### src/rtl/dm_pkg.sv
// Shared types and constants for the delta-modulation capture path.
package dm_pkg;

  localparam int unsigned SAMPLE_W   = 8;
  localparam int unsigned SUM_W      = 10;
  localparam int unsigned DEF_STEP   = 1;
  localparam int unsigned DEF_DEPTH  = 256;
  localparam int unsigned DEF_ADDR_W = 8;

  typedef enum logic [1:0] {
    IDLE    = 2'd0,
    CAPTURE = 2'd1,
    DRAIN   = 2'd2,
    DONE    = 2'd3
  } dm_state_t;

  // Sign-extend a sample to the wider accumulation width.
  function automatic logic signed [SUM_W-1:0] sext_sample(input logic [SAMPLE_W-1:0] s);
    return {{(SUM_W - SAMPLE_W){s[SAMPLE_W-1]}}, s};
  endfunction

endpackage

### src/rtl/dm_mavg4.sv
// 4-tap moving average of reconstructed samples; registered output, floor division by 4.
module dm_mavg4
  import dm_pkg::*;
(
  input  logic                CLK100MHZ,
  input  logic                reset,
  input  logic                clear,
  input  logic                in_valid,
  input  logic [SAMPLE_W-1:0] in_sample,
  output logic                out_valid,
  output logic [SAMPLE_W-1:0] out_data
);

  logic [SAMPLE_W-1:0]     d1, d2, d3;
  logic signed [SUM_W-1:0] sum_c;
  logic [SAMPLE_W-1:0]     avg_c;

  // Sum cannot overflow 10 bits, and the floored quarter always fits in 8.
  always_comb begin
    sum_c = sext_sample(in_sample) + sext_sample(d1) + sext_sample(d2) + sext_sample(d3);
    avg_c = SAMPLE_W'(sum_c >>> 2);
  end

  always_ff @(posedge CLK100MHZ) begin
    if (reset || clear) begin
      d1        <= '0;
      d2        <= '0;
      d3        <= '0;
      out_valid <= 1'b0;
      out_data  <= '0;
    end else begin
      out_valid <= in_valid;
      if (in_valid) begin
        d1       <= in_sample;
        d2       <= d1;
        d3       <= d2;
        out_data <= avg_c;
      end
    end
  end

endmodule

### src/rtl/dm_capture.sv
// Delta-modulation receiver: rebuilds samples from the bit stream, filters them
// and captures DEPTH filtered words into a readable buffer.
module dm_capture
  import dm_pkg::*;
#(
  parameter int STEP   = DEF_STEP,
  parameter int DEPTH  = DEF_DEPTH,
  parameter int ADDR_W = DEF_ADDR_W
) (
  input  logic                CLK100MHZ,
  input  logic                reset,
  input  logic                start,
  input  logic                bit_in,
  input  logic                bit_valid,
  input  logic [ADDR_W-1:0]   rd_addr,
  output logic [SAMPLE_W-1:0] rd_data,
  output logic [SAMPLE_W-1:0] sample,
  output logic                sample_valid,
  output logic                busy,
  output logic                done
);

  localparam logic [ADDR_W-1:0]       LAST   = ADDR_W'(DEPTH - 1);
  localparam logic signed [SUM_W-1:0] STEP_W = SUM_W'(STEP);
  localparam logic signed [SUM_W-1:0] SAT_HI = SUM_W'(127);
  localparam logic signed [SUM_W-1:0] SAT_LO = SUM_W'(-128);

  dm_state_t               state, next_state;
  logic                    arm_c, accept_c;
  logic [SAMPLE_W-1:0]     acc, acc_next_c;
  logic signed [SUM_W-1:0] acc_sum_c;
  logic [ADDR_W-1:0]       acc_cnt, wr_addr;
  logic                    filt_valid;
  logic [SAMPLE_W-1:0]     filt_data;
  logic [SAMPLE_W-1:0]     mem [DEPTH];

  always_ff @(posedge CLK100MHZ) begin
    if (reset) state <= IDLE;
    else       state <= next_state;
  end

  always_comb begin
    next_state = state;
    arm_c      = 1'b0;
    accept_c   = 1'b0;
    case (state)
      IDLE, DONE: begin
        if (start) begin
          next_state = CAPTURE;
          arm_c      = 1'b1;
        end
      end
      CAPTURE: begin
        if (bit_valid) begin
          accept_c = 1'b1;
          if (acc_cnt == LAST) next_state = DRAIN;
        end
      end
      DRAIN: begin
        // The last filtered word lands two cycles after the last accepted bit.
        if (filt_valid && wr_addr == LAST) next_state = DONE;
      end
      default: next_state = IDLE;
    endcase
  end

  // Saturating step accumulator.
  always_comb begin
    acc_sum_c  = sext_sample(acc) + (bit_in ? STEP_W : -STEP_W);
    acc_next_c = SAMPLE_W'(acc_sum_c);
    if (acc_sum_c > SAT_HI)      acc_next_c = SAMPLE_W'(SAT_HI);
    else if (acc_sum_c < SAT_LO) acc_next_c = SAMPLE_W'(SAT_LO);
  end

  always_ff @(posedge CLK100MHZ) begin
    if (reset) begin
      acc          <= '0;
      acc_cnt      <= '0;
      wr_addr      <= '0;
      sample       <= '0;
      sample_valid <= 1'b0;
      busy         <= 1'b0;
      done         <= 1'b0;
      rd_data      <= '0;
    end else begin
      sample_valid <= accept_c;
      busy         <= (next_state == CAPTURE) || (next_state == DRAIN);
      done         <= (next_state == DONE);
      rd_data      <= mem[rd_addr];
      if (arm_c) begin
        acc     <= '0;
        acc_cnt <= '0;
      end else if (accept_c) begin
        acc     <= acc_next_c;
        sample  <= acc_next_c;
        acc_cnt <= acc_cnt + ADDR_W'(1);
      end
      if (arm_c)           wr_addr <= '0;
      else if (filt_valid) wr_addr <= wr_addr + ADDR_W'(1);
    end
  end

  // Simple dual-port buffer; a same-address read sees the pre-write word.
  always_ff @(posedge CLK100MHZ) begin
    if (filt_valid && !reset) mem[wr_addr] <= filt_data;
  end

  dm_mavg4 u_mavg (
    .CLK100MHZ (CLK100MHZ),
    .reset     (reset),
    .clear     (arm_c),
    .in_valid  (sample_valid),
    .in_sample (sample),
    .out_valid (filt_valid),
    .out_data  (filt_data)
  );

endmodule

### config.mk
export PLATFORM = sky130hd
export DESIGN_NAME = dm_capture
export DESIGN_NICKNAME = d
export VERILOG_FILES = /design/src/rtl/dm_pkg.sv /design/src/rtl/dm_mavg4.sv /design/src/rtl/dm_capture.sv
export SDC_FILE = /design/constraint.sdc
export NUM_CORES = 2
export LEC_CHECK = 0
export CAP_MARGIN = 20
export CORE_MARGIN = 4
export CORE_UTILIZATION = 60
export DETAILED_ROUTE_END_ITERATION = 8
export PLACE_DENSITY = 0.74
export SYNTH_ARGS = -nofsm -noshare
export SYNTH_HDL_FRONTEND = slang
export SYNTH_SLANG_ARGS = --single-unit
### constraint.sdc
create_clock -name CLK100MHZ -period 6.8 [get_ports CLK100MHZ]
set_input_delay 0.68 -clock CLK100MHZ [delete_from_list [all_inputs] [get_ports CLK100MHZ]]
set_output_delay 0.68 -clock CLK100MHZ [all_outputs]
set_load 0.005 [all_outputs]
==> Yosys cells after proc, flatten, opt, wreduce, memory -nomap -nowiden <==
Memory sizes are Yosys's and may differ from the RTL's. A register that Yosys moved wholly into a read port is not among the register bits.
Cells that the tools add are included.
Widths: inputs -> output; s select.
{ "op_classes": {"order_cmp": 2, "n_eq_ne": 8, "n_addsub": 6, "reduce_logical": 9, "n_bitwise": 1, "n_mux": 14} }
{ "ops": {"columns": ["op", "n"], "rows": [
  ["$add 8x1->8 const B", 2],
  ["$eq 8x8->1 const B", 2],
  ["$mux 8", 2],
  ["$add 10x8->10", 1],
  ["$add 8x10->10", 1],
  ["$add 9x8->10", 1],
  ["$gt 10x8->1 const B", 1],
  ["$lt 10x8->1 const B", 1],
  ["$mux 10", 1],
  ["$add 8x8->9", 1],
  ["$eq 2x2->1 const B", 4],
  ["$mux 2", 4],
  ["$mux 1", 6],
  ["$pmux 2 s3", 1],
  ["$eq 2x1->1 const B", 2],
  ["$reduce_or 2->1", 2],
  ["$logic_and 1x1->1", 2],
  ["$logic_not 2->1", 1],
  ["$logic_or 1x1->1", 2],
  ["$reduce_and 2->1", 1],
  ["$logic_not 1->1", 1],
  ["$not 1->1", 1]
]} }
{ "word_totals": {"n_memories": 1, "inputBits": 13, "out_inout_bits": 19, "word_cells": 54, "ram_bits": 2048, "reg_bits": 70} }
{ "memory_table": {"columns": ["memory", "words", "word_bits", "rd", "rd_ports_with_merged_regs", "wr", "line", "rtl"], "rows": [
  ["mem", 256, 8, 1, 1, 1, "dm_capture.sv:35", "logic [SAMPLE_W-1:0] mem [DEPTH];"]
]} }

==> Longest topological paths before layout <==
{ "logic_depth": {"ltp_word": 6, "depth_mapped": 13, "depth_no_buf": 13} }

==> Hierarchy <==
Synthesis repeated with hierarchy kept, for this count alone.
{ "unflattened": {"cells_unflattened": 4004, "area_unflattened_um2": 83284.9} }
{ "by_module_without_submodules": {"columns": ["module", "n_inst", "cells_per_inst", "seq_area_each_um2", "area_per_inst_um2"], "rows": [
  ["dm_capture", 1, 3804, 62399.8, 81379.3],
  ["dm_mavg4", 1, 200, 660.6, 1905.6]
]} }

==> Worst setup path after synthesis <==
Ideal clock, no wire load.
{ "synth_path": {"path_type": "register -> register", "start": "register u_mavg.out_data[0]", "end": "memory mem[0][0], data pin", "path_slack_ps": 2546, "arrival_ps": 3398, "t_required_ps": 5944, "setup_time_ps": 856, "stages_incl_launch_ff": 1, "path_buffers": 0, "period_less_slack_ps": 4254, "path_cell_list": "dfxtp_1"} }
{ "synth_lines": {"columns": ["item", "line", "rtl"], "rows": [
  ["start, declared", "dm_mavg4.sv:11", "output logic [SAMPLE_W-1:0] out_data"],
  ["start signal, assigned", "dm_mavg4.sv:37", "out_data <= avg_c;"],
  ["end, declared", "dm_capture.sv:35", null]
]} }
No word-level cell before the write port.

==> Worst setup path in the final report <==
{ "layout_path": {"start": "register sample[1]", "end": "register u_mavg.out_data[7]"} }
{ "layout_between": {"elab_chain_cells": 3} }
{ "layout_rtl": {"columns": ["item", "line", "rtl"], "rows": [
  ["start, declared", "dm_capture.sv:17", "output logic [SAMPLE_W-1:0] sample,"],
  ["start signal, assigned", "dm_capture.sv:95", "sample <= acc_next_c;"],
  ["$add 8x8->9", "dm_mavg4.sv:20", "sum_c = sext_sample(in_sample) + sext_sample(d1) + sext_sample(d2) + sext_sample(d3);"],
  ["$add 9x8->10", "dm_mavg4.sv:20", null],
  ["$add 10x8->10", "dm_mavg4.sv:20", null]
]} }
No other way between the ends.
A chain may end at the register's enable or synchronous reset.

==> flow_summary.toml <==
[run_status]
run_status = "finished, final reports clean"

[hold_path]
hold_depth = 2
hold_end = "acc[4]$_SDFFE_PP0P_"
min-delay-start = "acc[4]$_SDFFE_PP0P_"
hold_path_class = "reg -> reg"

[sta]
max_clock_freq_ghz = 0.301
tns_ps = 0
skew_ps = 27.6
worst_slew_pin_slew_ps = 1250
rsz0062_at_grt = "false"
setup_viol = 0
drv_slew = 0
hold_viol_final = 0
slew_headroom_pct = 16.6
min_period_ps = 3320
final.period_utilization_pct = 48.9

[grt]
grt_pass1_wl_um = 283000
grt_max_degree = 237
grt_pass1_vias = 40200
antenna_found_initial = 8
grt_overflow = 0
groute.usage.overall_pct = 27.6

[worst_setup_path]
crit_fanout = 4
crit-reg2reg-launch = "sample[1]$_SDFFE_PP0P_"
worstSetupPathType = "reg -> reg"
end_kind = "flop"
regToRegEndpoint = "u_mavg.out_data[7]$_SDFFE_PP0P_"
cp.arrival_ps = 3990
ff2ff_setup_slack_ps = 3480
startpoint = "sample[1]$_SDFFE_PP0P_"
r2r_cells = 13
required_ps = 7470
startpoint_type = "flop"

[synth]
synth_edf_count = 2048
syn-instance-count = 3960
ys_types = 55
synth_top_area_cell = "edfxtp_1"
synthFlopType = "edfxtp_1"
synth_nets = 4013
synth-async-reset-ratio_pct = 0
ys_top_cells_by_area = "edfxtp_1 75%, mux4_2 14%, dfxtp_1 1.9%, nor2_1 1.6%, mux2i_1 1.6%"
ys_warn_count = 0
synth_top_cell_area_share_pct = 74.7
avgSynthCellArea_um2 = 20.8
ys_seq_area_share_pct = 76.6
netlist_area_mm2 = 0.0823
ys_ff_latch = 2126

[placed_design]
numPortBuffers = 31
hpwl_um = 115000
placed_cells = 5618
globalplace.congestion = 0.910

[clock_network]
root_buffer = "clkbuf_16"
clk_latency_ps = 830
cts.clk_slew.worst_paths_ps = 60
numCtsBuffers = 201
cts_tree = "yes"
clock_path_buffers = 3
post_cts_resized = 0
cts_sinks = 2126
postCtsSetupBuffers = 0
htreeDepth = 4
cts-hold-fix-buffers = 0

[floorplanning]
fp-row-count = 135
dieArea_mm2 = 0.143
die_y_um = 378
initial_core_util_pct = 60.6
pin_count = 32
coreArea_mm2 = 0.136
die_w_um = 378

[route]
drc = 0
wl_per_cell_um = 32.1
first_iter_violations = 6227
ant_nets = 0
drt_wl_total_um = 193000
dr.pass1.iters = 7
viasPerCell = 6.76
via_count = 40600

[power_and_ir_drop]
ir_worst_vdd_uv = 266
fin_total_pwr_mw = 25.7
power_density_mw_per_mm2 = 283
power_leakage_nw = 29.2

[cells_and_area]
final_cells = 6000
final_nets = 4097
area_growth_pct = 10.2
drive_gt1_share_pct = 20.6

[job]
maxCapViolCount = 0
[metrics by stage]
| step | util, % | hold WS, ps | area [um2] | worst slack [ps] |
|---|---|---|---|---|
| after detailed placement | 62.1 | 440 | 84300 | 2750 |
| after CTS | 66.7 | 425 | 90600 | 3440 |
| final | 66.8 | 447 | 90700 | 3480 |
| after global placement | 62.1 | 436 | 84300 | 2470 |
| after floorplan | - | 426 | 82300 | 2550 |
| after global routing | 66.8 | 481 | 90700 | 3190 |
[layout by cell type (no fill, tap or decap), types with 8 or more instances in the layout]
master           count
fa_1                18
a21oi_1             21
clkinv_1            56
inv_1               23
nor4_1              26
nor2_1             355
buf_4               51
o221ai_1             8
nor2b_1             13
ha_1                22
o22ai_1            144
clkbuf_16          205
clkdlybuf4s50_1     27
buf_12              16
a211oi_1            28
nand2_1             71
dfxtp_1             69
xor2_1              11
bufinv_16           10
clkinv_2            41
nand3b_1             9
edfxtp_1          2048
o21ai_0             44
o211ai_1             8
clkbuf_1            46
a22oi_1             16
mux2i_1            133
dfxtp_4              8
o21ai_1              9
xnor2_1             11
nor3_1              30
nand3_1             45
mux4_2             496
nand4_1             22
[cell families (layout without fill, tap and decap cells)]
family,count (synthesis),after routing,share of synthesized area (%)
simple gates,600,600,3.20
buf+inv,244,501,1.66
fa+ha+maj,40,40,0.772
compound gates,299,299,2.33
other cells,0,2,0
mux,629,629,15.2
xor+xnor,22,22,0.234
flops,2126,2126,76.6
[how the worst max path moves through the flow]
stage | end | slack, ps | depth (start not counted)
finish | u_mavg.out_data[7]$_SDFFE_PP0P_ | 3480 | 13
global route | u_mavg.out_data[7]$_SDFFE_PP0P_ | 3190 | 13
CTS | u_mavg.out_data[7]$_SDFFE_PP0P_ | 3440 | 13
detailed placement | rd_data[4]$_SDFF_PP0_ | 2750 | 7
global placement | rd_data[5]$_SDFF_PP0_ | 2470 | 7
floorplan | mem[0][0]$_DFFE_PP_ | 2550 | 0
[sequential cells by signal (all words and copies together), names as in the netlist]
register and flops:
u_mavg.d2 8, sample_valid 1, done 1, busy 1, u_mavg.out_data 8, mem 2048
acc 8, u_mavg.out_valid 1, wr_addr 8, u_mavg.d3 8, u_mavg.d1 8, rd_data 8
sample 8, state 2, acc_cnt 8
[where the power goes]
group	internal [mW]	leakage, nW	switching, mW	total, mW
logic	0.356	5.93	0.482	0.838
clock network	5.92	3.06	4.75	10.7
registers	14.2	20.2	0.0346	14.2
[worst max-delay path: stages, from the launching register on]
cell      delay (ps)
dfxtp_1          380
inv_1             80
fa_1             560
fa_1             410
nor2_1           150
nand2_1           90
fa_1             480
nor2b_1          120
o21ai_0          110
a21boi_0         240
o21ai_0          150
a21oi_1          180
xnor2_1          140
a21oi_1           80
[synth_stat cells, types with 9 or more instances]
| master | number |
|---|---|
| nor2_1 | 355 |
| o21ai_0 | 44 |
| a211oi_1 | 28 |
| nand2_1 | 75 |
| nor4_1 | 26 |
| edfxtp_1 | 2048 |
| nor3_1 | 30 |
| a21oi_1 | 21 |
| clkbuf_1 | 77 |
| mux2i_1 | 133 |
| dfxtp_1 | 78 |
| xor2_1 | 11 |
| nand4_1 | 22 |
| nand3b_1 | 9 |
| buf_4 | 40 |
| fa_1 | 18 |
| xnor2_1 | 11 |
| ha_1 | 22 |
| buf_2 | 65 |
| o22ai_1 | 144 |
| buf_6 | 29 |
| buf_1 | 10 |
| a22oi_1 | 16 |
| inv_1 | 23 |
| o21ai_1 | 9 |
| nand3_1 | 45 |
| mux4_2 | 496 |
| nor2b_1 | 13 |
[metal layers]
layer	vias to the layer above	global-route usage [%]	share of wire, %
met4	2	9.70	3.8
met2	2588	40.4	46
met3	398	7.83	13
met5	-	0	0.0057
li1	16500	-	-
met1	21100	40.8	38
[area by class of cell]
type	instances	area [um2]
Sequential cell	2126	63100
Fill cell	8384	45100
Multi-Input combinational cell	1590	17900
Clock buffer	251	5300
Tap cell	1781	2230
Timing Repair Buffer	102	1120
Clock inverter	125	962
Inverter	23	86.3
Antenna cell	2	5.00
Note: power is estimated with default switching activity, not from simulation.
